[config.mk]
export PLATFORM = sky130hd
export DESIGN_NAME = irq_timer_bank
export DESIGN_NICKNAME = d
export VERILOG_FILES = /design/src/rtl/irq_timer_pkg.sv /design/src/rtl/irq_timer_ch.sv /design/src/rtl/irq_timer_bank.sv
export SDC_FILE = /design/constraint.sdc
export NUM_CORES = 1
export LEC_CHECK = 0
export ABC_AREA = 1
export CORE_ASPECT_RATIO = 0.5
export CORE_MARGIN = 2
export CORE_UTILIZATION = 47
export CTS_BUF_LIST = sky130_fd_sc_hd__clkbuf_4
export CTS_CLUSTER_SIZE = 16
export DETAILED_ROUTE_END_ITERATION = 7
export MAX_ROUTING_LAYER = met4
export PLACE_DENSITY = 0.76
export REMOVE_ABC_BUFFERS = 1
export SYNTH_ARGS = -nofsm -noshare
export SYNTH_HDL_FRONTEND = slang
export SYNTH_HIERARCHICAL = 1
export SYNTH_SLANG_ARGS = --single-unit
[constraint.sdc]
create_clock -name clk -period 2.2 [get_ports clk]
set_clock_uncertainty 0.1 [all_clocks]
set_input_delay 0.33 -clock clk [delete_from_list [all_inputs] [get_ports clk]]
set_output_delay 0.33 -clock clk [all_outputs]
set_load 0.05 [all_outputs]
[src/rtl/irq_timer_pkg.sv]
// irq_timer_pkg
// Shared types for the interrupt timer bank: the per-channel operating mode
// and the per-channel state machine encoding, plus a helper that turns the raw
// two-bit configuration mode field into a legal mode.
package irq_timer_pkg;

  typedef enum logic [1:0] {
    MODE_OFF      = 2'b00,
    MODE_ONESHOT  = 2'b01,
    MODE_PERIODIC = 2'b10
  } mode_t;

  typedef enum logic [1:0] {
    IDLE = 2'b00,
    RUN  = 2'b01,
    DONE = 2'b10
  } state_t;

  // The reserved encoding 2'b11 behaves exactly like off.
  function automatic mode_t decode_mode(input logic [1:0] raw);
    mode_t m;
    case (raw)
      2'b01:   m = MODE_ONESHOT;
      2'b10:   m = MODE_PERIODIC;
      default: m = MODE_OFF;
    endcase
    return m;
  endfunction

endpackage

[src/rtl/irq_timer_ch.sv]
// irq_timer_ch
// One down-counting timer channel with a sticky interrupt and a sticky
// missed-interrupt (overrun) flag.
// Ports:
//   clk        - clock, rising edge
//   RESET      - synchronous active-high reset
//   cfg_we     - write strobe already decoded for this channel
//   cfg_reload - reload value R
//   cfg_mode   - raw mode field (00 off, 01 one-shot, 10 periodic, 11 off)
//   irq_ack    - clears irq and overrun
//   irq        - sticky interrupt level
//   overrun    - set when an expiry hits an unacknowledged irq
//   busy       - high while in RUN
//   count      - current counter value
module irq_timer_ch
  import irq_timer_pkg::*;
#(
  parameter int WIDTH = 16
) (
  input  logic             clk,
  input  logic             RESET,
  input  logic             cfg_we,
  input  logic [WIDTH-1:0] cfg_reload,
  input  logic [1:0]       cfg_mode,
  input  logic             irq_ack,
  output logic             irq,
  output logic             overrun,
  output logic             busy,
  output logic [WIDTH-1:0] count
);

  state_t           state, state_n;
  mode_t            mode, mode_n;
  logic [WIDTH-1:0] reload, reload_n;
  logic [WIDTH-1:0] count_q, count_n;
  logic             irq_q, irq_n;
  logic             overrun_q, overrun_n;
  logic             expire;

  assign expire = (state == RUN) && (count_q == '0);

  always_ff @(posedge clk) begin
    if (RESET) begin
      state     <= IDLE;
      mode      <= MODE_OFF;
      reload    <= '1;
      count_q   <= '1;
      irq_q     <= 1'b0;
      overrun_q <= 1'b0;
    end else begin
      state     <= state_n;
      mode      <= mode_n;
      reload    <= reload_n;
      count_q   <= count_n;
      irq_q     <= irq_n;
      overrun_q <= overrun_n;
    end
  end

  always_comb begin
    state_n   = state;
    mode_n    = mode;
    reload_n  = reload;
    count_n   = count_q;
    irq_n     = irq_q;
    overrun_n = overrun_q;

    case (state)
      RUN: begin
        if (count_q != '0) begin
          count_n = count_q - WIDTH'(1);
        end else if (mode == MODE_PERIODIC) begin
          count_n = reload;
        end else begin
          state_n = DONE;
          count_n = '0;
        end
      end
      default: ;
    endcase

    // A write overrides whatever the counter was about to do, including a
    // periodic reload in the expiry cycle; the expiry itself still counts.
    if (cfg_we) begin
      mode_n   = decode_mode(cfg_mode);
      reload_n = cfg_reload;
      count_n  = cfg_reload;
      state_n  = (decode_mode(cfg_mode) == MODE_OFF) ? IDLE : RUN;
    end

    // Expiry beats acknowledge; an ack in the expiry cycle consumes the old
    // interrupt so no overrun is recorded.
    if (expire) begin
      irq_n     = 1'b1;
      overrun_n = irq_ack ? 1'b0 : (overrun_q | irq_q);
    end else if (irq_ack) begin
      irq_n     = 1'b0;
      overrun_n = 1'b0;
    end
  end

  assign irq     = irq_q;
  assign overrun = overrun_q;
  assign busy    = (state == RUN);
  assign count   = count_q;

endmodule

[src/rtl/irq_timer_bank.sv]
// irq_timer_bank
// Bank of NUM_CH independent interrupt timers. The top only decodes the
// configuration channel select and concatenates the per-channel outputs.
// Ports:
//   clk        - clock, rising edge
//   RESET      - synchronous active-high reset
//   cfg_we     - configuration write strobe
//   cfg_ch     - target channel; values >= NUM_CH are ignored
//   cfg_reload - reload value R
//   cfg_mode   - 00 off, 01 one-shot, 10 periodic, 11 off
//   irq_ack    - per-channel interrupt clear
//   irq        - per-channel sticky interrupt
//   overrun    - per-channel sticky missed-interrupt flag
//   busy       - per-channel RUN indicator
//   count      - channel c counter at [c*WIDTH +: WIDTH]
// CH_W defaults to the minimum select width and may be widened so that
// out-of-range channel numbers can be presented.
module irq_timer_bank
  import irq_timer_pkg::*;
#(
  parameter int NUM_CH = 4,
  parameter int WIDTH  = 16,
  parameter int CH_W   = (NUM_CH > 1) ? $clog2(NUM_CH) : 1
) (
  input  logic                    clk,
  input  logic                    RESET,
  input  logic                    cfg_we,
  input  logic [CH_W-1:0]         cfg_ch,
  input  logic [WIDTH-1:0]        cfg_reload,
  input  logic [1:0]              cfg_mode,
  input  logic [NUM_CH-1:0]       irq_ack,
  output logic [NUM_CH-1:0]       irq,
  output logic [NUM_CH-1:0]       overrun,
  output logic [NUM_CH-1:0]       busy,
  output logic [NUM_CH*WIDTH-1:0] count
);

  generate
    for (genvar c = 0; c < NUM_CH; c++) begin : g_ch
      logic ch_we;

      // Exact match only, so selects beyond the last channel write nothing.
      assign ch_we = cfg_we && (cfg_ch == CH_W'(c));

      irq_timer_ch #(
        .WIDTH(WIDTH)
      ) u_ch (
        .clk        (clk),
        .RESET      (RESET),
        .cfg_we     (ch_we),
        .cfg_reload (cfg_reload),
        .cfg_mode   (cfg_mode),
        .irq_ack    (irq_ack[c]),
        .irq        (irq[c]),
        .overrun    (overrun[c]),
        .busy       (busy[c]),
        .count      (count[c*WIDTH +: WIDTH])
      );
    end
  endgenerate

endmodule
==> results_dict.tcl, run 1 <==
set metrics [dict create \
    wl_per_cell_um 14.8 \
    floorplan.rows 34 \
    synth_edf_count 0 \
    clockPowerShare_pct 29.6 \
    finished_layout_cells 1647 \
    detail-route-antenna-nets 0 \
    path_max_fanout 2 \
    cts_htree_levels 4 \
    max-clock-path-buffers 2 \
    core-area_um2 17400 \
    dieHeight_um 98.7 \
    totalNegativeSetupSlack_ns 0 \
    grt.overflow.total 0 \
    max_clock_freq_ghz 0.477 \
    place.detailed.hpwl_mm 17.9 \
    postSynthCellCount 1284 \
    antenna_found_initial 0 \
    worst_setup_path_start_kind "register" \
    drt-initial-drc-count 632 \
    totalWireLength_mm 24.3 \
    place.port_buffers 102 \
    crit_buf_inv 1 \
    vias 8688 \
    avgViaCountPerCell 5.28 \
    highest_cell_delay_on_the_worst_timing_path_ns 0.80 \
    initial_standard_cell_utilization_of_the_core_pct 48.3 \
    final.period_utilization_pct 95.3 \
    drcViolationCount 0 \
    yosysWarningCount 6 \
    power.density_cell_area_nw_per_um2 634 \
    layout-drive-gt1-share_pct 11.0 \
    cts.sink_count 152 \
    yosysUniqueCellTypes 28 \
    cp_cell_sequence "clkdlybuf4s50_1" \
    synth-seq-cells 152 \
    tritoncts "yes" \
    netSwitchingPower_w 0.00224 \
    worst-endpoint-required_ns 1.77 \
    maxSlewViolCount 0 \
    mostFrequentLayoutCells "nand2_1, nand3_1, dfxtp_1, inv_1, nor2_1" \
    floorplan.die_area_um2 19100 \
    maximum_number_of_pins_on_one_net_before_global_route_repair 31 \
    area_growth_syn_to_layout_pct 20.4 \
    synth_seq_area_share_pct 36.1 \
    timing.setup.critical_path_class "register to output pin" \
    diodes 0 \
    share_seq_of_total_power_pct 48.2 \
    comb_power_share_pct 22.1 \
    number_of_buffers_added_by_the_clock_tree_synthesis_step 17 \
    cp_top_family "buffers and inverters" \
    timing.critical_path.slowest_stage_cell "clkdlybuf4s50_1" \
    hp-class "primary input to register" \
    dieWidth_um 193 \
    rsz0062_at_grt "no" \
    netlist_area_um2 8420 \
    final_period_minus_worst_setup_slack_ns 2.10 \
    static-leakage-power_nw 5.26 \
    report.final.setup_viol 0 \
    layout.nets 1444 \
    status "finished clean" \
    cts_post_setup_buffers_inserted 0 \
    critPathCaptureType "output pin" \
    worst-slew-pin-transition_ns 0.522 \
    slew-limit-headroom_pct 65.1 \
    peakVddDrop_mv 0.304 \
    grt_pass1_wl_mm 40.0 \
    hold_violations 0 \
    cap_viol_max_count 0 \
    clkSlewWorstSetupHoldPaths_ns 0.14 \
    gp_congestion 0.914 \
    worst_skew_pair.late_latency_ns 0.56 \
    post_synth.cell_area_avg_um2 6.56 \
    global_route.usage.total_pct 26.7 \
    post-synth-top-area-cell "dfxtp_1" \
    io-pin-count 103 \
    yosysTopAreaCellShare_pct 36.1 \
    synth_async_sr_flop_share_pct 0 \
    mostFrequentLayoutCell "nand2_1" \
    drtPass1Iterations 7 \
    ctsRootBufferMaster "clkbuf_4" \
    dp.cells 1616 \
    post-route-util_pct 58.1 \
    synth_top_cells_by_area "dfxtp_1, nand2_1, nand3_1, inv_1, nor2_1" \
    top_reg_cell_synth "dfxtp_1" \
    cellInternalPower_w 0.00418 \
    first_global_vias 8036 \
    worstPathArrival_ns 1.67 \
    switching_share_pct 34.9 \
]
## final cells by class
type | instances | area, um2
Timing Repair Buffer | 138 | 1280
Tap cell | 234 | 293
Fill cell | 1666 | 7300
Clock inverter | 13 | 171
Sequential cell | 152 | 3040
Clock buffer | 18 | 135
Inverter | 166 | 633
Multi-Input combinational cell | 926 | 4580
## timing repair
| action | CTS | global route |
|---|---|---|
| hold buffers | 0 | 0 |
| gates resized for setup | 60 | 10 |
| endpoints found under the setup margin | 60 | 10 |
## synth_stat cells (8+ instances only)
cell and number:
a21oi_1 24, xor2_1 20, o211ai_1 12, clkbuf_1 20, nor2_2 20, nand2_4 8, o21ai_1 52, inv_2 20
buf_1 8, nor2_1 92, nor2_4 12, nand2_1 394, inv_1 142, nand3_1 172, ha_1 16, nand4_1 8
dfxtp_1 152, buf_2 12, nand2_2 8, o21a_1 8, nor3_1 12, o21ai_0 48
## stage by stage
step	total power (W)	area [um2]	worst slack (ns)	hold slack, ns
2_1_floorplan	0.00406	8260	-0.189	0.307
3_3_place_gp	0.00460	9880	0.0733	0.330
3_5_place_dp	0.00463	9880	0.0366	0.340
4_1_cts	0.00644	10100	0.00140	0.271
5_1_grt	0.00673	10100	0.00966	0.286
6_report	0.00642	10100	0.102	0.316
## worst paths after layout
check,end,slack (ns),start,depth (start not counted)
worst min-delay path,g_ch[3].u_ch/overrun$_SDFFE_PP0P_,0.32,irq_ack[3],4
worst max register to register,g_ch[3].u_ch/count[9]$_SDFFE_PP1P_,0.38,g_ch[3].u_ch/count[0]$_SDFFE_PP1P_,10
worst max-delay path,irq[0],0.10,g_ch[0].u_ch/irq$_SDFFE_PP0P_,1
worst min register to register,g_ch[3].u_ch/overrun$_SDFFE_PP0P_,0.37,g_ch[3].u_ch/overrun$_SDFFE_PP0P_,2
## state kept, by name, summed over array words and instances (netlist names)
name               cells
g_ch.u_ch/count       64
g_ch.u_ch/irq          4
g_ch.u_ch/mode         8
g_ch.u_ch/overrun      4
g_ch.u_ch/reload      64
g_ch.u_ch/state        8
## power by group through the flow
stage | registers (W) | logic (W) | clock network, W
after floorplan | 0.00345 | 0.000609 | 0
after global placement | 0.00316 | 0.00144 | 0
after detailed placement | 0.00316 | 0.00147 | 0
after CTS | 0.00310 | 0.00141 | 0.00193
after global routing | 0.00312 | 0.00156 | 0.00204
final | 0.00310 | 0.00142 | 0.00190
## cell families (layout without fill, tap and decap cells)
logic type	after synthesis	in the layout	synth area share, %
xor+xnor	20	20	2.08
fa+ha+maj	16	16	2.38
buf+inv	206	335	9.48
flops	152	152	36.1
compound gates	152	152	9.74
simple gates	738	738	40.2
## per-layer routing
layer	part of all wire, %	wire, um	vias to the layer above	track usage (%)
li1	-	-	4330	-
met1	46	11300	3997	35.5
met2	45	11000	325	41.9
met3	7.1	1730	36	4.96
met4	1.5	373	0	7.40
met5	0	0	-	-
No activity file was read; power rests on OpenSTA's default activity.
==> run 2, diff against run 1 <==
--- a/config.mk
+++ b/config.mk
@@ -10,12 +10,11 @@
 export CORE_MARGIN = 2
 export CORE_UTILIZATION = 47
 export CTS_BUF_LIST = sky130_fd_sc_hd__clkbuf_4
-export CTS_CLUSTER_SIZE = 16
+export CTS_CLUSTER_SIZE = 40
 export DETAILED_ROUTE_END_ITERATION = 7
 export MAX_ROUTING_LAYER = met4
 export PLACE_DENSITY = 0.76
 export REMOVE_ABC_BUFFERS = 1
 export SYNTH_ARGS = -nofsm -noshare
 export SYNTH_HDL_FRONTEND = slang
-export SYNTH_HIERARCHICAL = 1
 export SYNTH_SLANG_ARGS = --single-unit
==> run 2 against run 1 <==
Compared with the run above:
- setup slack lost 0.050 ns
- largest cell class unchanged
- first-iteration DRC count rose by 8.2%
- critical endpoint is now irq[2]
- flip-flop and latch count unchanged
- die area decreased by 0.91%
- cell count rose by 2.7%
- highest routed layer unchanged
- non-clock buffer count decreased by 8
- synthesized area down 0.94%
==> results_dict.tcl, run 2 <==
set metrics [dict create \
    status "finished clean" \
    cp_cell_sequence "clkdlybuf4s50_1" \
    mostFrequentLayoutCells "nand2_1, dfxtp_1, inv_1, nor2_1, nand3_1" \
    timing.critical_path.slowest_stage_cell "clkdlybuf4s50_1" \
    synth_edf_count 0 \
    dieHeight_um 98.2 \
    hold_violations 0 \
    hp-start "irq_ack[1]" \
    highest_cell_delay_on_the_worst_timing_path_ns 0.81 \
    diodes 0 \
    yosysUniqueCellTypes 35 \
    maxSlewViolCount 0 \
    power.density_cell_area_nw_per_um2 678 \
    groute.layer.met1.usage_pct 39.3 \
    power.total_w 0.00665 \
    post_synth.cell_area_avg_um2 6.23 \
    worstHoldPathCells 3 \
    area_growth_syn_to_layout_pct 17.5 \
    final_period_minus_worst_setup_slack_ns 2.15 \
    layout-drive-gt1-share_pct 8.37 \
    netlist_area_um2 8340 \
    synth.cells.most_frequent "nand2_1, dfxtp_1, inv_1, nor2_1, nand3_1" \
    gr-max-usage-layer "met2" \
    totalWireLength_mm 25.0 \
    static-leakage-power_nw 5.09 \
    floorplan.rows 34 \
    initial_standard_cell_utilization_of_the_core_pct 48.1 \
    maximum_number_of_pins_on_one_net_before_global_route_repair 31 \
    detail-route-antenna-nets 0 \
    holdPathEnd "g_ch[1].u_ch.overrun$_SDFFE_PP0P_" \
    fill_cells 1730 \
    yosysTopAreaCellShare_pct 36.5 \
    final.period_utilization_pct 97.6 \
    critPathCaptureType "output pin" \
    crit_buf_inv 1 \
    slew-limit-headroom_pct 15.0 \
    totalNegativeSetupSlack_ns 0 \
    mostFrequentLayoutCell "nand2_1" \
    worst-slew-pin-transition_ns 1.27 \
    hp-class "primary input to register" \
    worst_setup_path_start_kind "register" \
    postSynthCellCount 1340 \
    yosys.cell_count.top_type "nand2_1" \
    io-pin-count 103 \
    synth_seq_area_share_pct 36.5 \
    setup_slack_ns 0.0527 \
    gp_congestion 0.945 \
    synth-seq-cells 152 \
    top_reg_cell_synth "dfxtp_1" \
    report.final.setup_viol 0 \
    number_of_buffers_added_by_the_clock_tree_synthesis_step 17 \
    synth_top_cells_by_area "dfxtp_1, nand2_1, inv_1, nor2_1, nand3_1" \
    floorplan.die_area_um2 18900 \
    vias 8743 \
    rsz0062_at_grt "no" \
    drtPass1Iterations 7 \
    place.port_buffers 102 \
    gr_util_met3_pct 4.42 \
    grt.overflow.total 0 \
    tritoncts "yes" \
    cts_htree_levels 4 \
    hold_slack_ns 0.269 \
    path_max_fanout 2 \
    global_route.usage.total_pct 28.3 \
    max-clock-path-buffers 2 \
    place.detailed.hpwl_mm 18.5 \
    core-area_um2 17400 \
    drcViolationCount 0 \
    drt-initial-drc-count 684 \
    worstPathArrival_ns 1.72 \
    grt_pass1_wl_mm 41.0 \
    globalRouteMet2Util_pct 42.9 \
    antenna_found_initial 0 \
    yosysWarningCount 0 \
    layout.nets 1481 \
    cap_viol_max_count 0 \
    finished_layout_cells 1691 \
    cp_top_family "buffers and inverters" \
    pre_cts_slack_ns -0.123 \
    worst_skew_pair.late_latency_ns 0.57 \
    rrSetupSlack_ns 0.19 \
    timing.setup.critical_path_class "register to output pin" \
    max_clock_freq_ghz 0.466 \
    synth_async_sr_flop_share_pct 0 \
    peakVddDrop_mv 0.341 \
    ctsRootBufferMaster "clkbuf_4" \
    cts.sink_count 152 \
    cts_hold_buf 0 \
    worst-endpoint-required_ns 1.77 \
    reg2regPathDepth 6 \
    worst_reg2reg_path_startpoint "g_ch[1].u_ch.state[0]$_SDFFE_PP0P_" \
    clkSlewWorstSetupHoldPaths_ns 0.16 \
    wl_per_cell_um 14.8 \
    avgViaCountPerCell 5.17 \
    post-synth-top-area-cell "dfxtp_1" \
    first_global_vias 8146 \
    dp.cells 1659 \
    dieWidth_um 192 \
    crit-reg2reg-capture "g_ch[1].u_ch.count[7]$_SDFFE_PP1P_" \
]
run 2: changes by cell type in the layout (fill, tap and decap cells not counted), sizes merged, moves of 10 or more:
cell	delta
nand2	+179
o22ai	+11
nand3	-86
nor3	-15
o21ai	-31
inv	-10
nor2	+14
buf	-10
o211ai	-11
run 2: through the flow:
stage | area [um2] | util, %
finish | 9810 | 56.5
global route | 9810 | 56.5
CTS | 9790 | 56.4
detailed placement | 9610 | 55.4
global placement | 9610 | 55.4
floorplan | 8080 | -
run 2: kinds of logic after synthesis:
group                      after synthesis  share of synthesized area [%]
AOI/OAI and AO/OA                      113                           7.35
and+or+nand+nor                        838                           42.1
xor gates and xnor gates                21                           2.20
adders and majority gates               10                           1.50
DFF                                    152                           36.5
buffers and inverters                  206                           10.4
run 2: worst max path at each step:
stage                                            start                             endpoint  slack, ns  cells past startpoint
floorplan           g_ch[1].u_ch.state[0]$_SDFFE_PP0P_  g_ch[1].u_ch.count[12]$_SDFFE_PP1P_       0.19                      6
global placement                                 RESET  g_ch[1].u_ch.count[13]$_SDFFE_PP1P_      -0.05                      8
detailed placement                              cfg_we   g_ch[1].u_ch.count[7]$_SDFFE_PP1P_      -0.12                      6
CTS                  g_ch[1].u_ch.overrun$_SDFFE_PP0P_                           overrun[1]      0.004                      1
global route             g_ch[2].u_ch.irq$_SDFFE_PP0P_                               irq[2]     0.0008                      1
finish                   g_ch[2].u_ch.irq$_SDFFE_PP0P_                               irq[2]       0.05                      1
run 2: what timing repair did:
item / CTS / global route
gates resized for setup: 67 / 7
endpoints found under the setup margin: 67 / 7
setup buffers: 0 / 0
run 2: area by class of cell:
| class | instances | area (um2) | share of cell area, % |
|---|---|---|---|
| Inverter | 161 | 604 | 6.16 |
| Multi-Input combinational cell | 982 | 4440 | 45.2 |
| Clock inverter | 14 | 125 | 1.28 |
| Timing Repair Buffer | 130 | 1170 | 11.9 |
| Clock buffer | 18 | 135 | 1.38 |
| Tap cell | 234 | 293 | 2.99 |
| Sequential cell | 152 | 3040 | 31.0 |
run 2: power breakdown:
group | switching (W) | internal [W]
Combinational | 0.00116 | 0.000507
Clock | 0.00115 | 0.000577
Sequential | 0.000262 | 0.00299
Total | 0.00258 | 0.00408
run 2: layer usage:
layer | vias up | part of all wire [%]
met3 | 35 | 7.4
met5 | - | 0
met4 | 0 | 1.5
met2 | 335 | 44
met1 | 4041 | 47
li1 | 4332 | -
==> run 3, diff against run 2 <==
--- a/config.mk
+++ b/config.mk
@@ -8,12 +8,12 @@
 export ABC_AREA = 1
 export CORE_ASPECT_RATIO = 0.5
 export CORE_MARGIN = 2
-export CORE_UTILIZATION = 47
+export CORE_UTILIZATION = 30
 export CTS_BUF_LIST = sky130_fd_sc_hd__clkbuf_4
 export CTS_CLUSTER_SIZE = 40
 export DETAILED_ROUTE_END_ITERATION = 7
 export MAX_ROUTING_LAYER = met4
-export PLACE_DENSITY = 0.76
+export PLACE_DENSITY = 0.55
 export REMOVE_ABC_BUFFERS = 1
 export SYNTH_ARGS = -nofsm -noshare
 export SYNTH_HDL_FRONTEND = slang
==> run 3 against run 2 <==
Compared with the run above:
- combinational power hardly changed
- flip-flop and latch count is the same
- critical endpoint is now count[22]
- first-iteration DRC count rose by 0.15%
==> results_dict.tcl, run 3 (synthesis results as in run 2) <==
set metrics [dict create \
    timing.setup.critical_path_class "register to output pin" \
    worstPathArrival_ns 1.66 \
    first_global_vias 8002 \
    hp-class "primary input to register" \
    layout.nets 1484 \
    totalWireLength_mm 27.0 \
    netSwitchingPower_w 0.00248 \
    wl_per_cell_um 14.7 \
    gr-max-usage-layer "met2" \
    groute.layer.met1.usage_pct 25.8 \
    cts_htree_levels 4 \
    layout-drive-gt1-share_pct 8.65 \
    ctsRootBufferMaster "clkbuf_4" \
    floorplan.rows 43 \
    place.port_buffers 102 \
    cp_cell_sequence "dlygate4sd2_1" \
    final.period_utilization_pct 95.0 \
    slew-limit-headroom_pct 22.5 \
    hold_violations 0 \
    clkSlewWorstSetupHoldPaths_ns 0.12 \
    io-pin-count 103 \
    drt-initial-drc-count 685 \
    totalNegativeSetupSlack_ns 0 \
    avgViaCountPerCell 4.62 \
    antenna_found_initial 1 \
    report.final.setup_viol 0 \
    clockPowerShare_pct 28.0 \
    grt_pass1_wl_mm 43.0 \
    tritoncts "yes" \
    maxSlewViolCount 0 \
    worst_setup_path_start_kind "register" \
    number_of_buffers_added_by_the_clock_tree_synthesis_step 17 \
    max_clock_freq_ghz 0.478 \
    globalRouteMet2Util_pct 31.2 \
    mostFrequentLayoutCell "nand2_1" \
    drtPass1Iterations 5 \
    worst-slew-pin-transition_ns 1.16 \
    cts_hold_buf 0 \
    grt.overflow.total 0 \
    gr_util_met3_pct 2.61 \
    peakVddDrop_mv 0.342 \
    dieWidth_um 240 \
    maximum_number_of_pins_on_one_net_before_global_route_repair 23 \
    cap_viol_max_count 0 \
    worst-endpoint-required_ns 1.77 \
    share_seq_of_total_power_pct 47.5 \
    final_period_minus_worst_setup_slack_ns 2.09 \
    switching_share_pct 36.1 \
    worst_skew_pair.late_latency_ns 0.57 \
    place.detailed.hpwl_mm 20.4 \
    rsz0062_at_grt "no" \
    core-area_um2 27500 \
    comb_power_share_pct 24.5 \
    cts.sink_count 152 \
    status "finished clean" \
    crit_buf_inv 1 \
    max-clock-path-buffers 2 \
    area_growth_syn_to_layout_pct 20.3 \
    path_max_fanout 5 \
    detail-route-antenna-nets 0 \
    critPathCaptureType "output pin" \
    dieHeight_um 122 \
    vias 8502 \
    global_route.usage.total_pct 19.4 \
    mostFrequentLayoutCells "nand2_1, dfxtp_1, inv_1, nor2_1, nand3_1" \
    floorplan.die_area_um2 29200 \
    setup_slack_ns 0.110 \
    drcViolationCount 0 \
    cellInternalPower_w 0.00439 \
    cp_top_family "buffers and inverters" \
    gp_congestion 0.906 \
    static-leakage-power_nw 5.10 \
    highest_cell_delay_on_the_worst_timing_path_ns 0.58 \
    timing.critical_path.slowest_stage_cell "dlygate4sd2_1" \
    initial_standard_cell_utilization_of_the_core_pct 30.3 \
    pre_cts_slack_ns -0.118 \
    power.density_cell_area_nw_per_um2 684 \
]
==> run 3: cell count changes in the layout (fill, tap and decap cells not counted), sizes merged <==
| cell | change |
|---|---|
| clkbuf | +1 |
| dlygate4sd2 | +1 |
| clkinvlp | -2 |
| buf | +6 |
| diode | +1 |
| dlymetal6s2s | -3 |
| clkdlybuf4s15 | -1 |
| clkdlybuf4s50 | -1 |
| clkinv | -1 |
| bufinv | +3 |
| inv | -3 |
==> run 3: power groups by stage <==
stage               sequential [W]  combinational, W  clock (W)
floorplan                  0.00372          0.000695          0
global placement           0.00333           0.00176          0
detailed placement         0.00333           0.00177          0
CTS                        0.00326           0.00169    0.00197
global route               0.00329           0.00185    0.00208
finish                     0.00326           0.00169    0.00192
==> run 3: tightest hold or removal path: cells and delay by family <==
family        cells  cell delay [ns]
buf+inv           1             0.44
simple gates      2             0.15
==> run 3: final cells by class <==
class	instances	area, um2
clock buffer	18	135
clock inverter	11	158
tap	382	478
sequential	152	3040
antenna	1	2.50
fill	3053	17500
multi-input combinational	982	4440
timing repair buffer	133	1180
inverter	161	604
==> run 3: final timing paths <==
check                           slack, ns  cells past startpoint                                   to                                 from
worst max register to register       0.26                     10   g_ch[2].u_ch.count[8]$_SDFFE_PP1P_   g_ch[2].u_ch.count[0]$_SDFFE_PP1P_
worst min-delay path                 0.28                      3    g_ch[0].u_ch.overrun$_SDFFE_PP0P_                           irq_ack[0]
worst min register to register       0.36                      2  g_ch[0].u_ch.reload[8]$_SDFFE_PP1P_  g_ch[0].u_ch.reload[8]$_SDFFE_PP1P_
worst max-delay path                 0.11                      1                            count[22]   g_ch[1].u_ch.count[6]$_SDFFE_PP1P_
==> run 3: timing repair <==
| action | CTS | global route |
|---|---|---|
| setup buffers | 0 | 0 |
| gates resized for setup | 68 | 5 |
| endpoints found under the setup margin | 68 | 4 |
==> run 3: stage by stage <==
step | util, % | cells | instance area [um2] | hold WS [ns] | total power [W]
floorplan | - | 1295 | 8080 | 0.299 | 0.00441
global placement | 35.7 | 1810 | 9830 | 0.339 | 0.00509
detailed placement | 35.7 | 1810 | 9830 | 0.342 | 0.00510
CTS | 36.4 | 1839 | 10000 | 0.245 | 0.00692
global route | 36.5 | 1840 | 10000 | 0.263 | 0.00723
finish | 36.5 | 1840 | 10000 | 0.283 | 0.00687
==> run 3: layer usage <==
layer  part of all wire [%]  vias to the layer above
li1                       -                     4331
met1                     49                     3980
met2                     46                      169
met3                    3.7                       22
met4                    1.4                        0
met5                      0                        -
